$ cat config.mk
export PLATFORM = sky130hd
export DESIGN_NAME = pipe_stage_skid
export DESIGN_NICKNAME = d
export VERILOG_FILES = /design/src/rtl/pipe_pkg.sv /design/src/rtl/pipe_perf_cnt.sv /design/src/rtl/pipe_stage_skid.sv
export SDC_FILE = /design/constraint.sdc
export NUM_CORES = 1
export LEC_CHECK = 0
export BUFFER_PORTS_ARGS = -buffer_cell sky130_fd_sc_hd__buf_2
export CAP_MARGIN = 40
export CORE_UTILIZATION = 45
export DETAILED_ROUTE_END_ITERATION = 10
export PLACE_DENSITY_LB_ADDON = 0.3
export SETUP_SLACK_MARGIN = 0.4
export SYNTH_ARGS = -nofsm -noshare
export SYNTH_HDL_FRONTEND = slang
export SYNTH_SLANG_ARGS = --single-unit
$ cat constraint.sdc
create_clock -name clk -period 5.25 [get_ports clk]
set_input_delay 0.2625 -clock clk [delete_from_list [all_inputs] [get_ports clk]]
set_output_delay 0.2625 -clock clk [all_outputs]
set_load 0.01 [all_outputs]
$ cat src/rtl/pipe_pkg.sv
// Shared types and constants for the pipeline skid stage.
package pipe_pkg;

  typedef enum logic [1:0] {
    EMPTY = 2'd0,
    ONE   = 2'd1,
    TWO   = 2'd2
  } pipe_state_e;

  localparam logic [15:0] NOP_INSTR_DEFAULT = 16'hE000;

endpackage

$ cat src/rtl/pipe_perf_cnt.sv
// Saturating stall/bubble counters for pipe_stage_skid.
// Present in the build only when PIPE_PERF_CNT_EN is defined.
module pipe_perf_cnt (
  input  logic        clk,
  input  logic        rst_n,
  input  logic        dn_valid,
  input  logic        dn_ready,
  input  logic        hold,
  output logic [31:0] stall_cnt,
  output logic [31:0] bubble_cnt
);

  logic stall_evt;
  logic bubble_evt;

  assign stall_evt  = dn_valid & (hold | ~dn_ready);
  assign bubble_evt = ~dn_valid;

  // Flush is deliberately not an input: counters survive pipeline flushes.
  always_ff @(posedge clk or negedge rst_n) begin
    if (!rst_n) begin
      stall_cnt  <= '0;
      bubble_cnt <= '0;
    end else begin
      if (stall_evt && (stall_cnt != 32'hFFFF_FFFF)) begin
        stall_cnt <= stall_cnt + 32'd1;
      end
      if (bubble_evt && (bubble_cnt != 32'hFFFF_FFFF)) begin
        bubble_cnt <= bubble_cnt + 32'd1;
      end
    end
  end

endmodule

$ cat src/rtl/pipe_stage_skid.sv
// Two-entry (main + skid) pipeline stage with registered up_ready and outputs.
// Define PIPE_PERF_CNT_EN to add stall_cnt/bubble_cnt performance counters.
module pipe_stage_skid
  import pipe_pkg::*;
#(
  parameter int                 PC_W      = 16,
  parameter int                 INSTR_W   = 16,
  parameter logic [INSTR_W-1:0] NOP_INSTR = INSTR_W'(NOP_INSTR_DEFAULT)
) (
  input  logic               clk,
  input  logic               rst_n,
  input  logic               up_valid,
  output logic               up_ready,
  input  logic [PC_W-1:0]    up_pc,
  input  logic [INSTR_W-1:0] up_instr,
  input  logic               flush,
  input  logic               hold,
  output logic               dn_valid,
  input  logic               dn_ready,
  output logic [PC_W-1:0]    dn_pc,
  output logic [INSTR_W-1:0] dn_instr
`ifdef PIPE_PERF_CNT_EN
  ,
  output logic [31:0]        stall_cnt,
  output logic [31:0]        bubble_cnt
`endif
);

  pipe_state_e        state_q, state_d;
  logic [PC_W-1:0]    main_pc_d;
  logic [INSTR_W-1:0] main_instr_d;
  logic [PC_W-1:0]    skid_pc_q;
  logic [INSTR_W-1:0] skid_instr_q;
  logic               load_skid;
  logic               accept;
  logic               pop;

  assign accept = up_valid & up_ready;
  assign pop    = dn_valid & dn_ready & ~hold;

  // dn_pc/dn_instr are the main entry itself; an empty stage parks them at 0/NOP.
  always_comb begin
    // NOTE: every output of this block gets a default first so no path infers a latch.
    state_d      = state_q;
    main_pc_d    = dn_pc;
    main_instr_d = dn_instr;
    load_skid    = 1'b0;
    if (flush) begin
      state_d      = EMPTY;
      main_pc_d    = '0;
      main_instr_d = NOP_INSTR;
    end else begin
      unique case (state_q)
        EMPTY: begin
          if (accept) begin
            state_d      = ONE;
            main_pc_d    = up_pc;
            main_instr_d = up_instr;
          end
        end
        ONE: begin
          if (accept && pop) begin
            main_pc_d    = up_pc;
            main_instr_d = up_instr;
          end else if (accept) begin
            state_d   = TWO;
            load_skid = 1'b1;
          end else if (pop) begin
            state_d      = EMPTY;
            main_pc_d    = '0;
            main_instr_d = NOP_INSTR;
          end
        end
        TWO: begin
          if (pop) begin
            state_d      = ONE;
            main_pc_d    = skid_pc_q;
            main_instr_d = skid_instr_q;
          end
        end
        default: begin
          state_d      = EMPTY;
          main_pc_d    = '0;
          main_instr_d = NOP_INSTR;
        end
      endcase
    end
  end

  // up_ready and dn_valid are decoded from the next state so they leave a flop.
  always_ff @(posedge clk or negedge rst_n) begin
    // NOTE: non-blocking assignments so every flop samples pre-edge values.
    if (!rst_n) begin
      state_q  <= EMPTY;
      up_ready <= 1'b1;
      dn_valid <= 1'b0;
      dn_pc    <= '0;
      dn_instr <= NOP_INSTR;
    end else begin
      state_q  <= state_d;
      up_ready <= (state_d != TWO);
      dn_valid <= (state_d != EMPTY);
      dn_pc    <= main_pc_d;
      dn_instr <= main_instr_d;
    end
  end

  // NOTE: skid payload has no reset; it is only read in TWO, reached solely via a load.
  always_ff @(posedge clk) begin
    if (load_skid) begin
      skid_pc_q    <= up_pc;
      skid_instr_q <= up_instr;
    end
  end

`ifdef PIPE_PERF_CNT_EN
  pipe_perf_cnt u_perf_cnt (
    .clk        (clk),
    .rst_n      (rst_n),
    .dn_valid   (dn_valid),
    .dn_ready   (dn_ready),
    .hold       (hold),
    .stall_cnt  (stall_cnt),
    .bubble_cnt (bubble_cnt)
  );
`else
  // Counter-free build: no extra ports or state.
`endif

endmodule

==> impl_results.rst, run 1 <==
.. list-table::
   :header-rows: 1

   * - Metric
     - Value
   * - Data required time at the worst endpoint
     - 5530 ps
   * - Count of port buffers added during placement
     - 71
   * - Sinks on Clock Net
     - 68
   * - Maximum buffer depth of the clock tree
     - 2
   * - Pwr Total
     - 1.41 mW
   * - Mapped Nets
     - 279
   * - Placer congestion estimate
     - 0.727
   * - Area growth from synthesis to final layout
     - 19.7%
   * - Number of cells upsized or downsized after cts
     - 0
   * - NumNets Final
     - 345
   * - Synthesized cell area
     - 3430 sq um
   * - MaxCap Viol Count
     - 0
   * - Fraction of layout cells with a size suffix above 1
     - 44.2%
   * - Source-to-sink clock delay at the later pin of the worst-skew pair
     - 340 ps
   * - I/O pin count
     - 72
   * - Share of flip-flops with an asynchronous set or reset
     - 52.9%
   * - Count of final setup violators
     - 0
   * - Kind of path behind the tightest hold check
     - in -> async
   * - Final critical delay including setup and external delays
     - 2270 ps
   * - Largest net degree at the start of global routing
     - 37
   * - Die ar.
     - 7980 sq um
   * - Antenna violations before repair
     - 0
   * - Count of mapped cells out of synthesis
     - 241
   * - Buffers inserted by post-CTS timing repair
     - 0
   * - Clock transition at the registers of the reported paths
     - 80 ps
   * - Commonest non-fill, non-tap cell in the layout
     - sky130_fd_sc_hd__buf_2
   * - Diodes inserted
     - 0
   * - Horizontal die dimension
     - 89.3 um
   * - Max VDD drop
     - 0.000160 V
   * - Final global-route overflow total
     - 0
   * - Arrival time at the worst endpoint
     - 2550 ps
   * - Post-route antenna net violation count
     - 0
   * - Number of vias in the routed layout
     - 2234
   * - Count of TritonRoute iterations in the first routing pass
     - 4
   * - FP Rows
     - 31
   * - Setup TNS
     - 0 ps
   * - Root Driver
     - sky130_fd_sc_hd__clkbuf_8
   * - Floorplan core area
     - 7290 sq um
   * - Effective utilization at floorplan
     - 47.0%
   * - Post-Syn Area per Cell
     - 14.2 sq um
   * - Worst slew margin relative to its limit
     - 44.4%
   * - Worst setup EP type
     - flip-flop
   * - Post-DR vias/cell
     - 5.44
   * - Synthesis Warnings
     - 0
   * - DRT iter0 DRCs
     - 92
   * - Fin. max-slew vios
     - 0
   * - CP startpoint kind
     - flip-flop
   * - Flop2flop setup slack
     - 2980 ps
   * - Cts bufs inserted
     - 9
   * - Worst clock skew on the final layout
     - 5.62 ps
   * - Post-synthesis sequential area ratio
     - 54.4%
   * - Die H
     - 89.3 um
   * - GRT Total Usage
     - 20.0%
   * - PwrDens
     - 344 nW/um^2
   * - Via count of the first global-routing pass
     - 2339
   * - Setup repair after global routing missed its margin
     - false
   * - Share of the clock period used by the worst path after layout
     - 43.2%
   * - Quantity of hold-fixing buffers added after cts
     - 0
   * - Commonest register cell after synthesis
     - sky130_fd_sc_hd__edfxtp_1
   * - Most frequent cells in the layout
     - 71 x sky130_fd_sc_hd__buf_2, 32 x sky130_fd_sc_hd__inv_1, 32 x sky130_fd_sc_hd__edfxtp_1, 30 x sky130_fd_sc_hd__dfrtp_1
   * - H-tree levels
     - 3
   * - EDFF count, synth
     - 32
   * - Area of placed instances
     - 3850 sq um
   * - Crit path kind
     - reg -> reg
   * - Unique masters post-synth
     - 37
   * - Worst-Margin Slew
     - 834 ps
   * - Number of cells in the design after placement
     - 395
   * - Final wirelength
     - 7.14 mm
   * - TritonCTS clock tree
     - yes
   * - First-pass GRT wire length
     - 11.6 mm
   * - Fin cells
     - 411
   * - Number of hold violations in the final report
     - 0
   * - Routed wire length per instance
     - 17.4 um
   * - Synthesis-stage register bit count
     - 68
   * - DP HPWL
     - 4.70 mm
   * - Static leakage
     - 1.77 nW
   * - DRC violations left
     - 0
   * - Worst-path maximum fanout
     - 33
   * - F_max
     - 0.441 GHz
   * - Result of the run
     - finished, final reports clean
   * - Summed area of non-filler cells in the final layout
     - 4110 sq um
==> cell type report <==
type	count	area (sq um)
fillers	638	3190
flip-flops and latches	68	1870
multi-input cells	118	1280
repair buffers	77	445
clock buffers	11	151
inverters	33	124
well taps	99	124
clock inverters	5	105
==> layer usage <==
metal,GRT usage [%],vias to the layer above,wire [um],part of all wire [%]
met5,0,-,0,0
met4,7.36,0,82,1.1
met3,5.82,6,282,3.9
met2,31.2,65,3390,47
met1,26.6,1098,3390,48
li1,-,1065,-,-
==> Yosys cell counts, types with 2 or more instances <==
cell	instances	share of area (%)
sky130_fd_sc_hd__o32ai_2	29	14
sky130_fd_sc_hd__inv_1	32	3.5
sky130_fd_sc_hd__a22oi_1	2	0.44
sky130_fd_sc_hd__dfrtp_1	32	23
sky130_fd_sc_hd__dfstp_2	4	3.1
sky130_fd_sc_hd__buf_2	5	0.73
sky130_fd_sc_hd__nand2_1	2	0.22
sky130_fd_sc_hd__a22o_1	29	7.4
sky130_fd_sc_hd__mux2i_1	29	8.5
sky130_fd_sc_hd__a21oi_1	2	0.29
sky130_fd_sc_hd__buf_4	5	1.1
sky130_fd_sc_hd__nor2_1	3	0.33
sky130_fd_sc_hd__buf_6	8	2.6
sky130_fd_sc_hd__a221o_1	2	0.58
sky130_fd_sc_hd__clkbuf_1	3	0.33
sky130_fd_sc_hd__edfxtp_1	32	28
sky130_fd_sc_hd__a2bb2oi_1	2	0.51
==> where the power goes <==
group          leakage, nW  switching [mW]  internal, mW
Clock                0.130           0.212         0.344
Sequential           0.762          0.0307         0.595
Combinational        0.876           0.121         0.108
Total                 1.77           0.364          1.05
==> stage by stage <==
| step | worst slack, ps | utilization (%) | hold WS, ps |
|---|---|---|---|
| 6_report | 2980 | 56.3 | 16.5 |
| 4_1_cts | 2940 | 56.3 | 19.4 |
| 5_1_grt | 2850 | 56.3 | 53.4 |
| 3_5_place_dp | 2940 | 52.8 | 405 |
| 3_3_place_gp | 2600 | 51.9 | 405 |
| 2_1_floorplan | 647 | - | -33.1 |
==> worst paths after layout <==
kind / startpoint / end / cells after the start
setup reg to reg: state_q[1] / dn_pc[14] / 6
min in group clk: up_instr[13] / skid_instr_q[13] / 1
max in group asynchronous: rst_n / state_q[1] / 1
hold / removal: rst_n / dn_instr[11] / 1
hold reg to reg: dn_instr[15] / dn_instr[15] / 2
setup / recovery: state_q[1] / dn_pc[14] / 6
==> flip-flops by register name, summed over array words and instances, names as in the netlist <==
name / cells
dn_pc: 16
dn_valid: 1
dn_instr: 16
skid_instr_q: 16
state_q: 2
skid_pc_q: 16
up_ready: 1
==> critical path, stage by stage, from the launching register on <==
cell and delay, ps:
sky130_fd_sc_hd__dfrtp_4 770, sky130_fd_sc_hd__buf_12 310, sky130_fd_sc_hd__nand4b_1 180, sky130_fd_sc_hd__o21ai_2 160, sky130_fd_sc_hd__o2bb2ai_2 260, sky130_fd_sc_hd__buf_4 350
sky130_fd_sc_hd__a22o_1 170
==> cells by family after synthesis <==
| family | share of synthesized area (%) |
|---|---|
| simple gates | 3.28 |
| flops | 54.4 |
| buf+inv | 8.53 |
| mux | 8.46 |
| compound gates | 25.3 |
Note: power is estimated with default switching activity, not from simulation.
==> run 2, diff against run 1 <==
==> constraint.sdc (replaced) <==
create_clock -name clk -period 2.2 [get_ports clk]
set_input_delay 0.11 -clock clk [delete_from_list [all_inputs] [get_ports clk]]
set_output_delay 0.11 -clock clk [all_outputs]
set_load 0.01 [all_outputs]
==> run 2 against run 1 <==
Clock-buffer cell count down 1; power is 140% higher; final area grew 8.9%; via count is 9.8% higher; final cell count is 9.7% higher; fmax increased by 31%; worst setup slack lost 2500 ps; routed wire length rose by 9.8%; clock skew increased by 0.81 ps; non-clock buffer count grew 40; sequential share of layout area is 3.7 points lower; combinational power rose to 2.8 times the previous value.
==> impl_results.rst, run 2 (synthesis gave the netlist of run 1 again) <==
.. list-table::
   :header-rows: 1

   * - Metric
     - Value
   * - Result of the run
     - finished, final reports clean
   * - Number of hold violations in the final report
     - 0 (unchanged)
   * - Count of TritonRoute iterations in the first routing pass
     - 4 (unchanged)
   * - P_int
     - 2.48 mW (+140%)
   * - Die H
     - 89.3 um (unchanged)
   * - Commonest non-fill, non-tap cell in the layout
     - sky130_fd_sc_hd__buf_2
   * - Antenna violations before repair
     - 0 (unchanged)
   * - Floorplan core area
     - 7290 sq um (unchanged)
   * - Most frequent cells in the layout
     - 71 x sky130_fd_sc_hd__buf_2, 33 x sky130_fd_sc_hd__dlygate4sd3_1, 32 x sky130_fd_sc_hd__inv_1, 32 x sky130_fd_sc_hd__edfxtp_1, 30 x sky130_fd_sc_hd__dfrtp_1
   * - Horizontal die dimension
     - 89.3 um (unchanged)
   * - Worst slew margin relative to its limit
     - 42.0% (-2.4 points)
   * - MaxCap Viol Count
     - 0 (unchanged)
   * - Pwr Total
     - 3.35 mW (+140%)
   * - CP startpoint kind
     - flip-flop
   * - Final global-route overflow total
     - 0 (unchanged)
   * - Worst-Margin Slew
     - 869 ps (+35.8 ps)
   * - Relative contribution of combinational cells to total power
     - 18.9% (+2.6 points)
   * - Static leakage
     - 1.93 nW (+9.2%)
   * - Count of final setup violators
     - 0 (unchanged)
   * - FP Rows
     - 31 (unchanged)
   * - Uppermost layer routed
     - met4
   * - Final critical delay including setup and external delays
     - 1730 ps (-535 ps)
   * - Number of vias in the routed layout
     - 2452 (+9.8%)
   * - PwrDens
     - 749 nW/um^2 (+120%)
   * - Post-DR vias/cell
     - 5.44 (about the same)
   * - Summed area of non-filler cells in the final layout
     - 4470 sq um (+8.9%)
   * - Worst clock skew on the final layout
     - 6.43 ps (+0.812 ps)
   * - TritonCTS clock tree
     - yes
   * - Root Driver
     - sky130_fd_sc_hd__clkbuf_8
   * - NumNets Final
     - 385 (+12%)
   * - Switch Pwr
     - 0.872 mW (+140%)
   * - Proportion of total power due to net switching
     - 26.1% (+0.24 points)
   * - I/O pin count
     - 72 (unchanged)
   * - H-tree levels
     - 3 (unchanged)
   * - Worst setup EP type
     - flip-flop
   * - Fraction of layout cells with a size suffix above 1
     - 41.5% (-2.8 points)
   * - Fin. max-slew vios
     - 0 (unchanged)
   * - GRT Total Usage
     - 21.0% (+1.0 points)
   * - DRT iter0 DRCs
     - 140 (+52%)
   * - Detailed-routed wire length on met3
     - 313 um (+11%)
   * - Area growth from synthesis to final layout
     - 30.3%
   * - DP HPWL
     - 4.91 mm (+4.5%)
   * - Effective utilization at floorplan
     - 47.0% (unchanged)
   * - Setup repair after global routing missed its margin
     - false
   * - Min setup slack post-route
     - 466 ps (-2510 ps)
   * - Area of placed instances
     - 3880 sq um (+0.78%)
   * - F_max
     - 0.577 GHz (+31%)
   * - Arrival time at the worst endpoint
     - 1960 ps (-590 ps)
   * - Sinks on Clock Net
     - 68 (unchanged)
   * - Relative contribution of the clock network to total power
     - 37.2% (-2.2 points)
   * - Diodes inserted
     - 0 (unchanged)
   * - Clock transition at the registers of the reported paths
     - 70 ps (about the same)
   * - Number of fill cells
     - 594 (-6.9%)
   * - Routed wire length per instance
     - 17.4 um (about the same)
   * - First-pass GRT wire length
     - 12.4 mm (+6.5%)
   * - Source-to-sink clock delay at the later pin of the worst-skew pair
     - 340 ps (about the same)
   * - Kind of path behind the tightest hold check
     - in -> reg
   * - Worst hold-check slack
     - 112 ps (+95.5 ps)
   * - Max VDD drop
     - 0.000491 V (+210%)
   * - Met2 layer wire length in the routed design
     - 3.82 mm (+13%)
   * - Cts bufs inserted
     - 9 (unchanged)
   * - Final wirelength
     - 7.84 mm (+9.8%)
   * - Post-place setup slack
     - 327 ps (-2620 ps)
   * - DRC violations left
     - 0 (unchanged)
   * - Via count of the first global-routing pass
     - 2441 (+4.4%)
   * - Detailed-route wire length on metal 1
     - 3.62 mm (+6.7%)
   * - Maximum buffer depth of the clock tree
     - 2 (unchanged)
   * - Die ar.
     - 7980 sq um (unchanged)
   * - Data required time at the worst endpoint
     - 2420 ps (-3110 ps)
   * - Largest net degree at the start of global routing
     - 37 (unchanged)
   * - Post-route antenna net violation count
     - 0 (unchanged)
   * - Layout Utilization
     - 61.3% (+5.0 points)
   * - Crit path kind
     - reg -> reg
   * - Register share of total power
     - 43.8% (-0.5 points)
   * - Share of the clock period used by the worst path after layout
     - 78.8% (+36 points)
   * - Worst-path maximum fanout
     - 12 (-64%)
   * - Count of port buffers added during placement
     - 71 (unchanged)
   * - Placer congestion estimate
     - 0.787 (+8.2%)
-- run 2: power groups by stage --
stage | logic [mW] | clock network [mW] | registers, mW
5_1_grt | 0.691 | 1.31 | 1.48
3_3_place_gp | 0.563 | 0 | 1.49
6_report | 0.634 | 1.25 | 1.47
2_1_floorplan | 0.373 | 0 | 1.51
3_5_place_dp | 0.583 | 0 | 1.49
4_1_cts | 0.638 | 1.27 | 1.47
-- run 2: layout make-up --
class | count | area [sq um] | share of cell area, %
Sequential cell | 68 | 1870 | 41.9
Tap cell | 99 | 124 | 2.77
Multi-Input combinational cell | 118 | 1310 | 29.3
Timing Repair Buffer | 117 | 803 | 18.0
Clock inverter | 6 | 113 | 2.52
Clock buffer | 10 | 128 | 2.85
Inverter | 33 | 124 | 2.77
-- run 2: critical path, stage by stage, from the launching register on --
cell and delay [ps]:
sky130_fd_sc_hd__dfstp_2 600, sky130_fd_sc_hd__nand2_4 100, sky130_fd_sc_hd__o21ai_4 200, sky130_fd_sc_hd__o32ai_4 130, sky130_fd_sc_hd__buf_6 170, sky130_fd_sc_hd__buf_4 170, sky130_fd_sc_hd__a22o_1 240
-- run 2: what timing repair did --
action	in CTS	in global routing
hold buffers	33	0
pin swaps	1	0
endpoints found under the hold margin	64	0
gates resized for setup	2	2
gates cloned	0	0
setup endpoints to repair	16	12
buffers inserted	1	0
-- run 2: final timing paths --
| check | slack [ps] | start | end | cells after the start |
|---|---|---|---|---|
| max | 470 | up_ready | dn_pc[5] | 6 |
| min | 110 | flush | state_q[0] | 2 |
| max reg2reg | 470 | up_ready | dn_pc[5] | 6 |
| min reg2reg | 470 | dn_instr[15] | dn_instr[15] | 2 |
| max in group asynchronous | 1140 | rst_n | state_q[1] | 2 |
| min in group asynchronous | 420 | rst_n | dn_instr[7] | 2 |
-- run 2: metrics by stage --
step	TNS [ps]	instances
finish	0	451
global route	0	451
CTS	0	451
detailed placement	0	401
global placement	0	400
floorplan	-2040	241
-- run 2: layer usage --
layer / track usage [%] / vias to the layer above
met5: 0 / -
met4: 7.36 / 0
met3: 4.25 / 12
met2: 35.0 / 69
met1: 27.4 / 1227
li1: - / 1144
